<file path="config.mk">
export PLATFORM = sky130hd
export DESIGN_NAME = data_mem_ctrl
export DESIGN_NICKNAME = d
export VERILOG_FILES = /design/src/rtl/data_mem_ctrl.sv
export SDC_FILE = /design/constraint.sdc
export NUM_CORES = 1
export LEC_CHECK = 0
export BUFFER_PORTS_ARGS = -buffer_cell sky130_fd_sc_hd__buf_4
export CAP_MARGIN = 40
export CELL_PAD_IN_SITES_DETAIL_PLACEMENT = 1
export CELL_PAD_IN_SITES_GLOBAL_PLACEMENT = 2
export CORE_UTILIZATION = 27
export DETAILED_ROUTE_END_ITERATION = 8
export HOLD_SLACK_MARGIN = 0.1
export PLACE_DENSITY = 0.81
export RECOVER_POWER = 100
export SKIP_CTS_REPAIR_TIMING = 1
export SYNTH_ARGS = -nofsm -noshare
export SYNTH_HDL_FRONTEND = slang
export SYNTH_SLANG_ARGS = --single-unit
</file>
<file path="constraint.sdc">
create_clock -name clk -period 1.75 [get_ports clk]
set_clock_uncertainty 0.2 [all_clocks]
set_input_delay 0.175 -clock clk [delete_from_list [all_inputs] [get_ports clk]]
set_output_delay 0.175 -clock clk [all_outputs]
set_load 0.005 [all_outputs]
</file>
<file path="src/rtl/data_mem_ctrl.sv">
// rtl/data_mem_ctrl.sv - load/store sequencer between the CPU memory stage and a word-wide synchronous data memory
//
// Handles one RISC-V load or store at a time (LB/LH/LW/LBU/LHU, SB/SH/SW).
// Sub-word stores run as read-modify-write on the 32-bit memory port.
// Loaded bytes and halves are extracted from the word and then extended.
// done, rdata and fault are registered back to the requester.
//
// Optional feature: define MEM_MISALIGN_TRAP_EN to trap misaligned accesses.
//   - A trapped access never reaches memory.
//   - It completes with done=1 and fault=1, and rdata is left unchanged.
//   - With the macro undefined, fault stays 0 and the low address bits are
//     ignored: half uses addr[1], word uses lane 0.
//
// Ports:
//   clk, rst           clock, synchronous active-high reset
//   req                request strobe, sampled only while busy=0
//   we, funct3, addr   store flag, access type, byte address (latched on accept)
//   wdata              store data in the low bits (latched on accept)
//   busy               state is not IDLE
//   done               one-cycle completion pulse
//   rdata              last load result, held until the next load completes
//   fault              misalignment flag, valid with done
//   mem_addr           word address to memory
//   mem_we, mem_wdata  memory write strobe and write word
//   mem_rdata          memory read word, valid the cycle after mem_addr is sampled
module data_mem_ctrl #(
    parameter int ADDRESS_WIDTH = 16,
    parameter int DATA_WIDTH    = 32
) (
    input  logic                     clk,
    input  logic                     rst,
    input  logic                     req,
    input  logic                     we,
    input  logic [2:0]               funct3,
    input  logic [ADDRESS_WIDTH-1:0] addr,
    input  logic [DATA_WIDTH-1:0]    wdata,
    output logic                     busy,
    output logic                     done,
    output logic [DATA_WIDTH-1:0]    rdata,
    output logic                     fault,
    output logic [ADDRESS_WIDTH-3:0] mem_addr,
    output logic                     mem_we,
    output logic [DATA_WIDTH-1:0]    mem_wdata,
    input  logic [DATA_WIDTH-1:0]    mem_rdata
);

    typedef enum logic [2:0] {
        S_IDLE,
        S_READ,
        S_CAPTURE,
        S_WRITE,
        S_FAULT
    } state_t;

    state_t                     state_q;
    logic                       done_q;
    logic                       fault_q;
    logic [DATA_WIDTH-1:0]      rdata_q;
    logic [DATA_WIDTH-1:0]      merge_q;
    logic                       we_q;
    logic [2:0]                 funct3_q;
    logic [ADDRESS_WIDTH-1:0]   addr_q;
    logic [DATA_WIDTH-1:0]      wdata_q;

    logic [DATA_WIDTH-1:0]      rdata_d;
    logic [DATA_WIDTH-1:0]      merge_d;
    logic [7:0]                 byte_sel;
    logic [15:0]                half_sel;
    logic                       misaligned;

    // Access size: funct3[1:0] 00=byte, 01=half, 1x=word; funct3[2] is the unsigned bit.
    logic                       is_byte_q;
    logic                       is_half_q;
    logic                       is_word_q;
    logic [1:0]                 off_q;

    assign is_byte_q = (funct3_q[1:0] == 2'b00);
    assign is_half_q = (funct3_q[1:0] == 2'b01);
    assign is_word_q = funct3_q[1];
    assign off_q     = addr_q[1:0];

    // Misalignment is decided on the incoming request, so a trapped access
    // never touches memory.
`ifdef MEM_MISALIGN_TRAP_EN
    assign misaligned = ((funct3[1:0] == 2'b01) && addr[0]) ||
                        (funct3[1] && (addr[1:0] != 2'b00));
`else
    assign misaligned = 1'b0;
`endif

    // Load extraction and store merge, both from the word returned by memory.
    always_comb begin
        byte_sel = mem_rdata[7:0];
        case (off_q)
            2'b01:   byte_sel = mem_rdata[15:8];
            2'b10:   byte_sel = mem_rdata[23:16];
            2'b11:   byte_sel = mem_rdata[31:24];
            default: byte_sel = mem_rdata[7:0];
        endcase
        half_sel = off_q[1] ? mem_rdata[31:16] : mem_rdata[15:0];

        if (is_byte_q) begin
            rdata_d = funct3_q[2] ? {24'b0, byte_sel} : {{24{byte_sel[7]}}, byte_sel};
        end else if (is_half_q) begin
            rdata_d = funct3_q[2] ? {16'b0, half_sel} : {{16{half_sel[15]}}, half_sel};
        end else begin
            rdata_d = mem_rdata;
        end

        merge_d = mem_rdata;
        if (is_byte_q) begin
            case (off_q)
                2'b00:   merge_d[7:0]   = wdata_q[7:0];
                2'b01:   merge_d[15:8]  = wdata_q[7:0];
                2'b10:   merge_d[23:16] = wdata_q[7:0];
                default: merge_d[31:24] = wdata_q[7:0];
            endcase
        end else if (is_half_q) begin
            if (off_q[1]) begin
                merge_d[31:16] = wdata_q[15:0];
            end else begin
                merge_d[15:0]  = wdata_q[15:0];
            end
        end
    end

    always_ff @(posedge clk) begin
        if (rst) begin
            state_q  <= S_IDLE;
            done_q   <= 1'b0;
            fault_q  <= 1'b0;
            rdata_q  <= '0;
            merge_q  <= '0;
            we_q     <= 1'b0;
            funct3_q <= '0;
            addr_q   <= '0;
            wdata_q  <= '0;
        end else begin
            done_q  <= 1'b0;
            fault_q <= 1'b0;
            case (state_q)
                S_IDLE: begin
                    if (req) begin
                        we_q     <= we;
                        funct3_q <= funct3;
                        addr_q   <= addr;
                        wdata_q  <= wdata;
                        if (misaligned) begin
                            state_q <= S_FAULT;
                        end else if (we && funct3[1]) begin
                            // A full-word store needs no read, so it goes straight to WRITE.
                            state_q <= S_WRITE;
                        end else begin
                            state_q <= S_READ;
                        end
                    end
                end
                S_READ: begin
                    state_q <= S_CAPTURE;
                end
                S_CAPTURE: begin
                    if (!we_q) begin
                        rdata_q <= rdata_d;
                        done_q  <= 1'b1;
                        state_q <= S_IDLE;
                    end else begin
                        merge_q <= merge_d;
                        state_q <= S_WRITE;
                    end
                end
                S_WRITE: begin
                    done_q  <= 1'b1;
                    state_q <= S_IDLE;
                end
                S_FAULT: begin
                    done_q  <= 1'b1;
                    fault_q <= 1'b1;
                    state_q <= S_IDLE;
                end
                default: begin
                    state_q <= S_IDLE;
                end
            endcase
        end
    end

    assign busy      = (state_q != S_IDLE);
    assign done      = done_q;
    assign rdata     = rdata_q;
    assign fault     = fault_q;
    assign mem_addr  = addr_q[ADDRESS_WIDTH-1:2];
    // Gated by rst so that a reset arriving during WRITE suppresses the store.
    assign mem_we    = (state_q == S_WRITE) && !rst;
    assign mem_wdata = is_word_q ? wdata_q : merge_q;

endmodule

</file>
[Yosys cells after proc, flatten, opt, wreduce, memory -nomap -nowiden]
Index checks and enable logic that the tools add are counted.
Operators by class
  equality and inequality tests: 9
  reduce and logical (&&, ||, !) cells: 12
  muxes and demuxes: 22
  bitwise gates (word level): 1
Operators by type and width (number)
  2-to-1 mux 32 bit: 7
  2-to-1 mux 16 bit: 3
  2-to-1 mux 8 bit: 4
  one-hot mux 8 bit (3 select lines): 1
  one-hot mux 3 bit (3 select lines): 1
  == test 3 x 2 -> 1 bit (second input constant): 2
  AND reduction 2 bit: 3
  == test 2 x 1 -> 1 bit (second input constant): 2
  == test 2 bit (second input constant): 2
  logical NOT 2 bit: 2
  2-to-1 mux 2 bit: 2
  == test 3 x 1 -> 1 bit (second input constant): 1
  == test 3 bit (second input constant): 1
  logical NOT 3 bit: 1
  2-to-1 mux 3 bit: 1
  nonzero test 3 bit: 1
  OR reduction 3 bit: 1
  logical AND 1 bit: 2
  2-to-1 mux 1 bit: 2
  != test 2 bit (second input constant): 1
  one-hot mux 1 bit (2 select lines): 1
  OR reduction 2 bit: 1
  logical NOT 1 bit: 1
  inverter 1 bit: 1
Storage, ports and cells
  register bits: 121
  word-level logic and storage cells: 53
  output and inout bits: 82

[Longest topological paths before layout]
Gate-level depths: netlist of run 1.
  depth after elaboration: 4
  mapped depth: 6
  mapped depth without buffers: 3

[Worst setup path after synthesis of run 1]
Ideal clock, no wire load.
  kind: register -> register
  start: register addr_q[0]
  end: register rdata_q[22] (netlist: rdata[22])
  arrival: 1.578 ns
  setup slack: -0.103 ns
  stages on the path, launching flop included: 7
  path buffers: 3
  library setup time: 0.074 ns
  data required time: 1.476 ns
  period minus slack after synthesis: 1.853 ns
  path through: dfxtp_1 > or2_1 > buf_6 > or4_4 > buf_6 > buf_8 > a31oi_1
On the way
  cells in the longest elaborated chain, start to end: 4
  elaborated cells between the ends (all ways): 6
  those cells by class: eq/ne: 3; mux: 3
Ends and longest elaborated chain
  start: declaration: RTL line 62  | logic [ADDRESS_WIDTH-1:0] addr_q;
  start signal: assignment: RTL line 146  | addr_q <= addr;
  == test 2 bit / == test 2 x 1 -> 1 bit (equally long branches): RTL line 94  | case (off_q)
  one-hot mux 8 bit (3 select lines) (*): RTL line 94
  2-to-1 mux 32 bit (*): RTL line 103  | rdata_d = funct3_q[2] ? {24'b0, byte_sel} : {{24{byte_sel[7]}}, byte_sel};
  2-to-1 mux 32 bit (*): RTL line 102  | if (is_byte_q) begin
  end signal: assignment: RTL line 163  | rdata_q <= rdata_d;
  end: declaration: RTL line 58  | logic [DATA_WIDTH-1:0] rdata_q;
Mark *: on every way between the ends. The rest lies on a longest branch, timed or not.
A chain may end at the register's enable or synchronous reset.

[Final worst setup path of run 1]
  start: register funct3_q[1]
  end: output mem_wdata[16]
On the way
  cells in the longest elaborated chain, start to end: 1
Ends and longest elaborated chain
  start: declaration: RTL line 61  | logic [2:0] funct3_q;
  start signal: assignment: RTL line 145  | funct3_q <= funct3;
  2-to-1 mux 32 bit: RTL line 194  | assign mem_wdata = is_word_q ? wdata_q : merge_q;
  end: declaration: RTL line 43  | output logic [DATA_WIDTH-1:0] mem_wdata,
Every way passes these cells.

==> results by group, run 1 <==
Routing
  – Routed length on met1: 9850 µm
  – Mean routed wirelength per cell: 19.2 µm
  – Number of nets with antenna violations after routing: 0
  – Met2 WL: 11700 µm
  – Detailed route wirelength on metal3: 1380 µm
  – Vias per cell: 5.04
  – Number of vias after detailed routing: 6095
  – DRC viols: 0
  – Aggregate routed wire length: 23300 µm
  – Top sig layer: met4
  – Number of iterations in the first detailed-routing pass: 5
  – Initial drt markers: 297

GRT
  – Maximum number of pins on one net before global-route repair: 51
  – Antenna violations before repair: 1
  – Total routing usage reported by global routing: 19.6%
  – Congestion Overflow GR: 0
  – Wire length of the first global-routing pass: 32700 µm
  – Vias in the first global route: 5764

Clock network
  – CTS tree: done
  – Number of CTS-inserted buffers: 17
  – Number of clock sinks: 119
  – Clock-pin transition on the worst setup and hold timing paths: 70 ps
  – CTS H-tree depth: 4
  – Clk Latency, worst-skew pair: 430 ps
  – Maximum count of clock buffers along a single path: 2
  – Root Buffer: sky130_fd_sc_hd__clkbuf_16

Place
  – Number of cells after detailed placement: 1081
  – Port Buffers: 167
  – DP HPWL: 15300 µm
  – Final Wtd Congestion: 0.790
  – Placement-stage worst setup slack: -154 ps

Die
  – Floorplan row count: 53
  – Core area: 21100 µm²
  – Floorplan die area: 22100 µm²
  – Die Y-Extent: 149 µm
  – Die extent in x: 149 µm
  – Starting density of the core: 27.6%
  – Top-level port count: 169

Yosys
  – Simple-gate share of the synthesized area: 15.7%
  – Fraction of the mapped netlist area in compound gates: 21.1%
  – Xor/xnor cell area share of the yosys netlist: 0%
  – Post-synth ARST share: 0%
  – Synth Warn #: 0
  – Distinct cells, synth: 45
  – Number of enable-type register cells in the synthesized netlist: 0
  – Combinational family with the most area after synthesis: compound AO/OA/AOI/OAI gates
  – Synth Flop Type: sky130_fd_sc_hd__dfxtp_1
  – Synthesized net count: 759
  – Synthesized instance count: 672
  – Most area-consuming cells after synthesis: sky130_fd_sc_hd__dfxtp_1 41%, sky130_fd_sc_hd__mux2i_1 9.5%, sky130_fd_sc_hd__nor2_1 6.7%, sky130_fd_sc_hd__mux2_2 4.3%, sky130_fd_sc_hd__o21ai_0 4.2%
  – Area leader, netlist: sky130_fd_sc_hd__dfxtp_1
  – Adder-cell share of the synthesized area: 0%
  – Mean instance size in the synthesized netlist: 8.65 µm²
  – Post-synthesis cell area: 5810 µm²
  – Multiplexer share of the synthesized area: 14.2%
  – Count of state elements after synthesis: 119
  – Share of the synthesized area in the top cell type: 41.0%
  – Register area share after synthesis: 41.0%

Worst setup path
  – Max stage delay cell, worst path: sky130_fd_sc_hd__dfxtp_4
  – Data arrival time of the critical path: 1480 ps
  – Crit path kind: reg -> out
  – Critical path cell sequence: clkbuf_16, mux2_4, buf_6
  – Req. time, crit path: 1370 ps
  – CP Max Fanout: 8
  – Worst setup EP type: output pin
  – Critical path startpoint category: flop
  – CP max stage delay: 440 ps

Timing
  – Final number of max-transition violations: 0
  – Setup violations, final: 33
  – Max-slew headroom: 63.1%
  – Least setup slack across all paths after layout: -109 ps
  – Measured slew at the worst slew-check pin: 552 ps
  – Hold Vio Cnt, Final: 0
  – Setup repair after global routing missed its margin: yes
  – Period Utilization, post-route: 106%
  – Period minus WS final: 1860 ps
  – Maximum clock rate: 538 MHz

Power
  – Power density over the cells: 894 nW/µm²
  – Peak supply drop: 0.714 mV
  – Static leakage: 3.84 nW

Finish
  – Non-filler cells, final: 1209
  – Area growth from synthesis to layout: 59.8%
  – Final net count: 1007
  – Share of layout cells above drive strength 1: 31.9%
  – Fill cell instance count of the final layout: 2440

Run status
  – Violations in the final reports: negative setup slack
  – Outcome: finished with violations

Min path
  – Worst hold-check path type: in -> reg

Flow run
  – Max Cap Violations: 0
-- final timing paths --
path	from	endpoint	slack [ps]	depth (start not counted)
setup / recovery	funct3_q[1]	mem_wdata[16]	-110	3
hold / removal	mem_rdata[23]	rdata[7]	110	5
setup reg to reg	funct3_q[1]	merge_q[29]	-80	5
hold reg to reg	merge_q[26]	merge_q[26]	270	2
-- through the flow --
stage                     area, µm²  total power, mW  TNS (ps)  utilization [%]  hold slack, ps
after global routing           9290             8.64     -8630             44.0             128
after global placement         7490             4.37     -4310             35.5             206
after detailed placement       7500             4.39     -1580             35.6             219
final                          9290             8.30     -1750             44.0             114
after floorplan                5840             3.74      -204                -             121
after CTS                      8110             8.09     -9710             38.5            -232
-- cells in the mapped netlist, types with 2 or more instances --
library cell,number
sky130_fd_sc_hd__dfxtp_1,119
sky130_fd_sc_hd__nor2_1,104
sky130_fd_sc_hd__mux2i_1,55
sky130_fd_sc_hd__o21ai_0,49
sky130_fd_sc_hd__clkbuf_1,44
sky130_fd_sc_hd__a21oi_1,38
sky130_fd_sc_hd__a311oi_1,22
sky130_fd_sc_hd__mux2_2,22
sky130_fd_sc_hd__nand3_1,22
sky130_fd_sc_hd__nor2b_1,19
sky130_fd_sc_hd__inv_1,18
sky130_fd_sc_hd__a31oi_1,17
sky130_fd_sc_hd__nand2_1,17
sky130_fd_sc_hd__o21bai_1,16
sky130_fd_sc_hd__o32ai_1,16
sky130_fd_sc_hd__buf_4,15
sky130_fd_sc_hd__buf_2,14
sky130_fd_sc_hd__a211oi_1,9
sky130_fd_sc_hd__a222oi_1,7
sky130_fd_sc_hd__o31ai_1,7
sky130_fd_sc_hd__nor3b_1,6
sky130_fd_sc_hd__buf_1,4
sky130_fd_sc_hd__or2_2,3
sky130_fd_sc_hd__or3_1,3
sky130_fd_sc_hd__a32o_1,2
sky130_fd_sc_hd__and3b_1,2
sky130_fd_sc_hd__buf_6,2
sky130_fd_sc_hd__nand3b_1,2
sky130_fd_sc_hd__nor3_1,2
-- cell type report --
type	count	area [µm²]	share of cell area [%]
antenna	1	2.50	0.0270
inverter	18	67.6	0.728
timing repair buffer	308	2740	29.5
sequential	119	2390	25.8
multi-input combinational	456	3120	33.6
tap	275	344	3.71
clock inverter	14	175	1.89
clock buffer	18	439	4.73
-- worst max-delay path, delay by kind of cell (launching register included) --
kind                   cells  cell delay (ps)
flip-flops                 1              440
multiplexers               1              310
buffers and inverters      2              310
-- routing by layer --
metal / vias up / global-route usage (%)
li1: 2907 / -
met1: 2975 / 24.4
met2: 184 / 31.5
met3: 29 / 6.93
met4: 0 / 6.03
met5: - / 0
-- kinds of logic (layout without fill, tap and decap cells) --
group	Yosys count	count (layout)
simple gates	191	192
mux	78	78
other cells	1	2
buf+inv	98	358
flops	119	119
compound gates	185	185
-- cells in the final DEF, fill, tap and decap left out, drive strengths merged, types with 3 or more instances in the layout --
master and count:
a311oi 22, or3 3, clkbuf 72, or2 4, nor2 104, a211oi 9, o32ai 16, a222oi 7
nor2b 19, dfxtp 119, nand3 22, o31ai 7, nand2 17, o21bai 16, mux2 22, a21oi 38
clkinvlp 3, a31oi 17, inv 20, nor3b 6, mux2i 55, bufinv 3, o21ai 49, dlygate4sd3 86
clkinv 6, buf 168
-- power by group --
group	internal, mW	switching [mW]
sequential	2.86	0.144
combinational	0.846	0.750
clock	2.29	1.41
total	6.00	2.31
-- state kept, by name, summed over array words and instances, names as in the netlist --
| name | count |
|---|---|
| we_q | 1 |
| rdata | 32 |
| addr_q | 16 |
| wdata_q | 32 |
| funct3_q | 3 |
| state_q | 2 |
| done | 1 |
| merge_q | 32 |
Power figures use the tool's default switching activity.
==> run 2: changes to the inputs <==
==> constraint.sdc (replaced) <==
create_clock -name clk -period 1.75 [get_ports clk]
set_clock_uncertainty 0.2 [all_clocks]
set_input_delay 0.175 -clock clk [delete_from_list [all_inputs] [get_ports clk]]
set_output_delay 0.175 -clock clk [all_outputs]
set_load 0.05 [all_outputs]
==> run 2 against run 1 <==
  * The run still ends with negative setup slack left
  * Critical path type is now reg -> reg
  * Largest cell class unchanged
  * Worst setup slack got worse by 65 ps
  * Design area rose by 7.0%
  * Power rose by 5.8%
  * Die area did not move
==> results by group, run 2 (synthesis results as in run 1) <==
Die
  – Floorplan die area: 22100 µm² (unchanged)
  – Core area: 21100 µm² (unchanged)
  – Floorplan row count: 53 (unchanged)
  – Die extent in x: 149 µm (unchanged)
  – Starting density of the core: 27.6% (unchanged)
  – Die Y-Extent: 149 µm (unchanged)
  – Top-level port count: 169 (unchanged)

Timing
  – Max-slew headroom: 46.4% (-17 points)
  – Final-layout worst hold slack: 67.7 ps (-46.5 ps)
  – Period Utilization, post-route: 110% (+3.7 points)
  – Setup repair after global routing missed its margin: yes
  – Least setup slack across all paths after layout: -174 ps (-64.7 ps)
  – Measured slew at the worst slew-check pin: 801 ps (+249 ps)
  – Hold Vio Cnt, Final: 0 (unchanged)
  – Maximum clock rate: 520 MHz (-3.4%)
  – Period minus WS final: 1920 ps (+64.7 ps)
  – Final number of max-transition violations: 0 (unchanged)
  – Setup violations, final: 105 (+220%)
  – Setup TNS: -7990 ps (-6250 ps)

Routing
  – Initial drt markers: 461 (+55%)
  – Number of iterations in the first detailed-routing pass: 5 (unchanged)
  – Number of vias after detailed routing: 6257 (+2.7%)
  – Vias per cell: 5.09 (+0.99%)
  – Number of nets with antenna violations after routing: 0 (unchanged)
  – Mean routed wirelength per cell: 20.2 µm (+4.9%)
  – Aggregate routed wire length: 24800 µm (+6.7%)
  – DRC viols: 0 (unchanged)

Finish
  – Area growth from synthesis to layout: 71.0%
  – Fill cell instance count of the final layout: 2352 (-3.6%)
  – Highest-count cells in the layout ignoring fill and taps: 131 x sky130_fd_sc_hd__buf_4, 113 x sky130_fd_sc_hd__dfxtp_1, 97 x sky130_fd_sc_hd__nor2_1, 85 x sky130_fd_sc_hd__dlygate4sd3_1, 55 x sky130_fd_sc_hd__mux2i_1
  – Final core utilization: 47.1% (+3.1 points)
  – Final net count: 1030 (+2.3%)
  – Share of layout cells above drive strength 1: 39.3% (+7.4 points)
  – Final antenna diode count: 0 (-1)
  – Most common cell after layout, fill and taps aside: sky130_fd_sc_hd__buf_4
  – Non-filler cells, final: 1229 (+1.7%)

Min path
  – Worst hold-check path type: in -> reg

Clock network
  – CTS tree: done
  – CTS H-tree depth: 4 (unchanged)
  – Number of CTS-inserted buffers: 17 (unchanged)
  – Clk Latency, worst-skew pair: 420 ps (about the same)
  – Clock-pin transition on the worst setup and hold timing paths: 60 ps (about the same)
  – Root Buffer: sky130_fd_sc_hd__clkbuf_16
  – Number of clock sinks: 119 (unchanged)
  – Maximum count of clock buffers along a single path: 2 (unchanged)

Worst setup path
  – FF-to-FF setup slack: -170 ps (-90 ps)
  – Critical path startpoint category: flop
  – CP Max Fanout: 8 (unchanged)
  – Crit path kind: reg -> reg
  – Worst setup EP type: flop
  – Req. time, crit path: 1830 ps (+460 ps)
  – Data arrival time of the critical path: 2010 ps (+530 ps)

GRT
  – Wire length of the first global-routing pass: 31900 µm (-2.6%)
  – Antenna violations before repair: 0 (-1)
  – Total routing usage reported by global routing: 19.3% (-0.33 points)
  – Vias in the first global route: 5495 (-4.7%)
  – Maximum number of pins on one net before global-route repair: 40 (-22%)
  – Congestion Overflow GR: 0 (unchanged)

Power
  – Peak supply drop: 0.646 mV (-9.5%)
  – Power density over the cells: 883 nW/µm² (-1.2%)
  – Static leakage: 4.18 nW (+8.9%)
  – Switching power share of the total: 30.3% (+2.5 points)
  – Share of power burned in the clock network: 41.3% (-3.2 points)
  – Total power consumption of the routed design: 8.78 mW (+5.8%)
  – Switching Power: 2.66 mW (+15%)
  – P_int: 6.12 mW (+2.1%)
  – Combinational fraction of design power: 24.4% (+5.2 points)
  – Proportion of power drawn by flip-flops and latches: 34.3% (-1.9 points)

Run status
  – Violations in the final reports: negative setup slack
  – Outcome: finished with violations

Place
  – Port Buffers: 167 (unchanged)
  – Final Wtd Congestion: 0.809 (+2.4%)
  – DP HPWL: 15500 µm (+0.78%)
  – Number of cells after detailed placement: 1088 (+0.65%)

Flow run
  – Max Cap Violations: 0 (unchanged)
[run 2: cell types whose count changed in the layout (fill, tap and decap cells not counted), sizes merged]
cell,delta
buf,+21
bufinv,-1
clkbuf,+7
clkinv,-2
clkinvlp,-2
diode,-1
dlygate4sd3,-1
inv,-2
nand2b,+1
[run 2: layout make-up]
type	instances	area (µm²)	share of cell area, %
multi-input cells	457	3450	34.7
repair buffers	330	3080	31.0
inverters	18	67.6	0.680
flip-flops and latches	119	2400	24.2
clock inverters	7	91.3	0.919
clock buffers	23	509	5.12
well taps	275	344	3.46
[run 2: per-stage QoR]
step / instance area (µm²) / setup slack, ps
detailed placement: 7690 / -38.4
global placement: 7690 / -25.8
CTS: 8290 / -262
finish: 9940 / -174
global route: 9940 / -194
floorplan: 5960 / -31.5
[run 2: final timing paths]
path / cells after the start / startpoint / endpoint
setup / recovery: 6 / funct3_q[1] / merge_q[25]
hold / removal: 4 / mem_rdata[23] / rdata[23]
setup reg to reg: 6 / funct3_q[1] / merge_q[25]
hold reg to reg: 2 / addr_q[6] / addr_q[6]
[run 2: critical path: stages (launching register included)]
cell and delay, ps:
sky130_fd_sc_hd__dfxtp_4 400, sky130_fd_sc_hd__buf_6 150, sky130_fd_sc_hd__buf_8 130, sky130_fd_sc_hd__or4bb_4 560, sky130_fd_sc_hd__buf_12 180, sky130_fd_sc_hd__nor2_1 90
sky130_fd_sc_hd__o32ai_1 80
[run 2: power by group through the flow]
stage               clock network (mW)  registers [mW]  logic [mW]
CTS                               3.68            2.99        1.75
global route                      3.82            3.03        2.27
finish                            3.62            3.01        2.14
detailed placement                   0            3.05        1.74
global placement                     0            3.04        1.72
floorplan                            0            3.19       0.935
[run 2: per-layer routing]
metal,vias up,track usage (%),routed length (µm)
met5,-,0,0
met4,0,5.41,366
met3,22,3.90,1260
met2,210,30.4,12000
met1,3077,26.4,11200
li1,2948,-,-
==> run 3: changes to the inputs <==
clock period = 1.6 ns   (was 1.75 ns; I/O delays follow)
==> run 3 against run 2 <==
  * The flow still finishes with violations (negative setup slack)
  * Die area unchanged
  * Non-clock buffer count increased by 22
  * Core utilization grew 3.3 points
  * Critical path depth fell by 2
  * Power grew 11%
  * Final cell count increased by 2.0%
  * Sequential share of layout area decreased by 1.6 points
  * Clock-buffer cell count fell by 3
  * Wire length grew 8.9%
  * Hold slack lost 15 ps
  * Largest power group unchanged
==> results by group, run 3 (synthesis results as in run 1) <==
Run status
  – Outcome: finished with violations
  – Violations in the final reports: negative setup slack

Clock network
  – CTS tree: done
  – Clock-pin transition on the worst setup and hold timing paths: 60 ps (about the same)
  – Clk Latency, worst-skew pair: 430 ps (about the same)
  – Number of CTS-inserted buffers: 17 (unchanged)
  – Number of clock sinks: 119 (unchanged)
  – Root Buffer: sky130_fd_sc_hd__clkbuf_16
  – CTS H-tree depth: 4 (unchanged)
  – Maximum count of clock buffers along a single path: 2 (unchanged)

Place
  – Area after detailed placement: 7900 µm² (+2.8%)
  – DP HPWL: 15600 µm (+1.2%)
  – Port Buffers: 167 (unchanged)
  – Number of cells after detailed placement: 1096 (+0.74%)
  – Placement-stage worst setup slack: -230 ps (-192 ps)
  – Final Wtd Congestion: 0.796 (-1.6%)

Worst setup path
  – Data arrival time of the critical path: 1620 ps (-390 ps)
  – Number of buffer and inverter stages on the critical path: 3 (unchanged)
  – Req. time, crit path: 1240 ps (-590 ps)
  – Worst setup EP type: output pin
  – CP max stage delay: 400 ps (-160 ps)
  – CP Max Fanout: 8 (unchanged)
  – Max stage delay cell, worst path: sky130_fd_sc_hd__dfxtp_4
  – Crit path kind: reg -> out
  – Kind of cell adding the most delay to the critical path: buffers and inverters
  – Total stage count of the critical path: 4 (-2)
  – Cell seen most often among critical-path stages: sky130_fd_sc_hd__buf_6
  – Count of cells along the worst register-to-register path: 6 (unchanged)
  – Critical path cell sequence: buf_6, buf_12, mux2_4, buf_6
  – Critical path startpoint category: flop

Finish
  – Fill cell instance count of the final layout: 2273 (-3.4%)
  – Non-filler cells, final: 1253 (+2.0%)
  – Final antenna diode count: 0 (unchanged)
  – Most common cell after layout, fill and taps aside: sky130_fd_sc_hd__buf_4
  – Area growth from synthesis to layout: 82.8%
  – Finished Cell Area: 10600 µm² (+6.9%)
  – Final core utilization: 50.4% (+3.3 points)
  – Final net count: 1052 (+2.1%)
  – Share of layout cells above drive strength 1: 45.2% (+5.9 points)
  – Highest-count cells in the layout ignoring fill and taps: 124 x sky130_fd_sc_hd__buf_4, 113 x sky130_fd_sc_hd__dfxtp_1, 89 x sky130_fd_sc_hd__nor2_1, 87 x sky130_fd_sc_hd__dlygate4sd3_1, 52 x sky130_fd_sc_hd__buf_6

Die
  – Floorplan die area: 22100 µm² (unchanged)
  – Starting density of the core: 27.6% (unchanged)
  – Floorplan row count: 53 (unchanged)
  – Die Y-Extent: 149 µm (unchanged)
  – Top-level port count: 169 (unchanged)
  – Die extent in x: 149 µm (unchanged)
  – Core area: 21100 µm² (unchanged)

Power
  – Switching power share of the total: 32.0% (+1.7 points)
  – Share of power burned in the clock network: 39.6% (-1.7 points)
  – Static leakage: 4.50 nW (+7.7%)
  – Power density over the cells: 915 nW/µm² (+3.6%)
  – Combinational fraction of design power: 26.5% (+2.1 points)
  – Switching Power: 3.11 mW (+17%)
  – Proportion of power drawn by flip-flops and latches: 34.0% (-0.3 points)
  – P_int: 6.61 mW (+8.1%)
  – Total power consumption of the routed design: 9.73 mW (+11%)
  – Peak supply drop: 0.771 mV (+19%)

GRT
  – Wire length of the first global-routing pass: 33000 µm (+3.6%)
  – Congestion Overflow GR: 0 (unchanged)
  – Maximum number of pins on one net before global-route repair: 80 (+100%)
  – Antenna violations before repair: 0 (unchanged)
  – Total routing usage reported by global routing: 19.7% (+0.45 points)
  – Vias in the first global route: 5989 (+9.0%)

Timing
  – Least setup slack across all paths after layout: -376 ps (-203 ps)
  – Final-layout worst hold slack: 53.1 ps (-14.5 ps)
  – Measured slew at the worst slew-check pin: 876 ps (+75.3 ps)
  – Period minus WS final: 1980 ps
  – Period Utilization, post-route: 124%
  – Max-slew headroom: 41.4% (-5.0 points)
  – Setup TNS: -30920 ps (-22920 ps)
  – Setup repair after global routing missed its margin: yes
  – Hold Vio Cnt, Final: 0 (unchanged)
  – Maximum clock rate: 506 MHz
  – Setup violations, final: 151 (+44%)
  – Final number of max-transition violations: 0 (unchanged)

Routing
  – Mean routed wirelength per cell: 21.6 µm (+6.8%)
  – Number of iterations in the first detailed-routing pass: 5 (unchanged)
  – Number of vias after detailed routing: 6484 (+3.6%)
  – Initial drt markers: 306 (-34%)
  – Aggregate routed wire length: 27000 µm (+8.9%)
  – Vias per cell: 5.17 (+1.6%)
  – DRC viols: 0 (unchanged)
  – Number of nets with antenna violations after routing: 0 (unchanged)

Flow run
  – Max Cap Violations: 0 (unchanged)

Min path
  – Worst hold-check path type: in -> reg
  – Cell depth of the worst min-delay path: 3 (-1)
run 3: cell count changes in the layout (fill, tap and decap cells not counted), sizes merged, moves of 2 or more:
cell and delta:
clkinv +2, clkbuf +2, dlygate4sd3 +2, buf +15, clkinvlp +3
run 3: worst paths after layout:
check | from | to | slack, ps
setup reg to reg | state_q[0] | merge_q[22] | -330
hold / removal | rst | addr_q[1] | 50
hold reg to reg | addr_q[5] | addr_q[5] | 310
setup / recovery | funct3_q[1] | mem_wdata[1] | -380
run 3: cell type report:
cell class / count / area, µm² / share of cell area [%]
repair buffers: 352 / 3460 / 32.6
well taps: 275 / 344 / 3.24
flip-flops and latches: 119 / 2400 / 22.6
multi-input cells: 457 / 3760 / 35.4
clock buffers: 20 / 478 / 4.50
inverters: 18 / 67.6 / 0.636
clock inverters: 12 / 118 / 1.11
run 3: power groups by stage:
stage / logic, mW / registers, mW / clock network, mW
finish: 2.58 / 3.30 / 3.85
global placement: 1.93 / 3.33 / 0
global route: 2.70 / 3.32 / 4.05
CTS: 1.97 / 3.28 / 3.89
floorplan: 1.07 / 3.49 / 0
detailed placement: 1.95 / 3.34 / 0
run 3: routing by layer:
| layer | track usage, % | part of all wire (%) |
|---|---|---|
| met5 | 0 | 0 |
| met4 | 5.72 | 1.5 |
| met3 | 5.43 | 4.8 |
| met2 | 33.9 | 53 |
| met1 | 23.8 | 41 |
run 3: worst register-to-register path, stage by stage, from the launching register on:
cell and delay (ps):
sky130_fd_sc_hd__dfxtp_2 320, sky130_fd_sc_hd__clkbuf_1 270, sky130_fd_sc_hd__buf_6 150, sky130_fd_sc_hd__and3b_2 300, sky130_fd_sc_hd__buf_12 170, sky130_fd_sc_hd__clkbuf_16 160
sky130_fd_sc_hd__a311oi_2 260
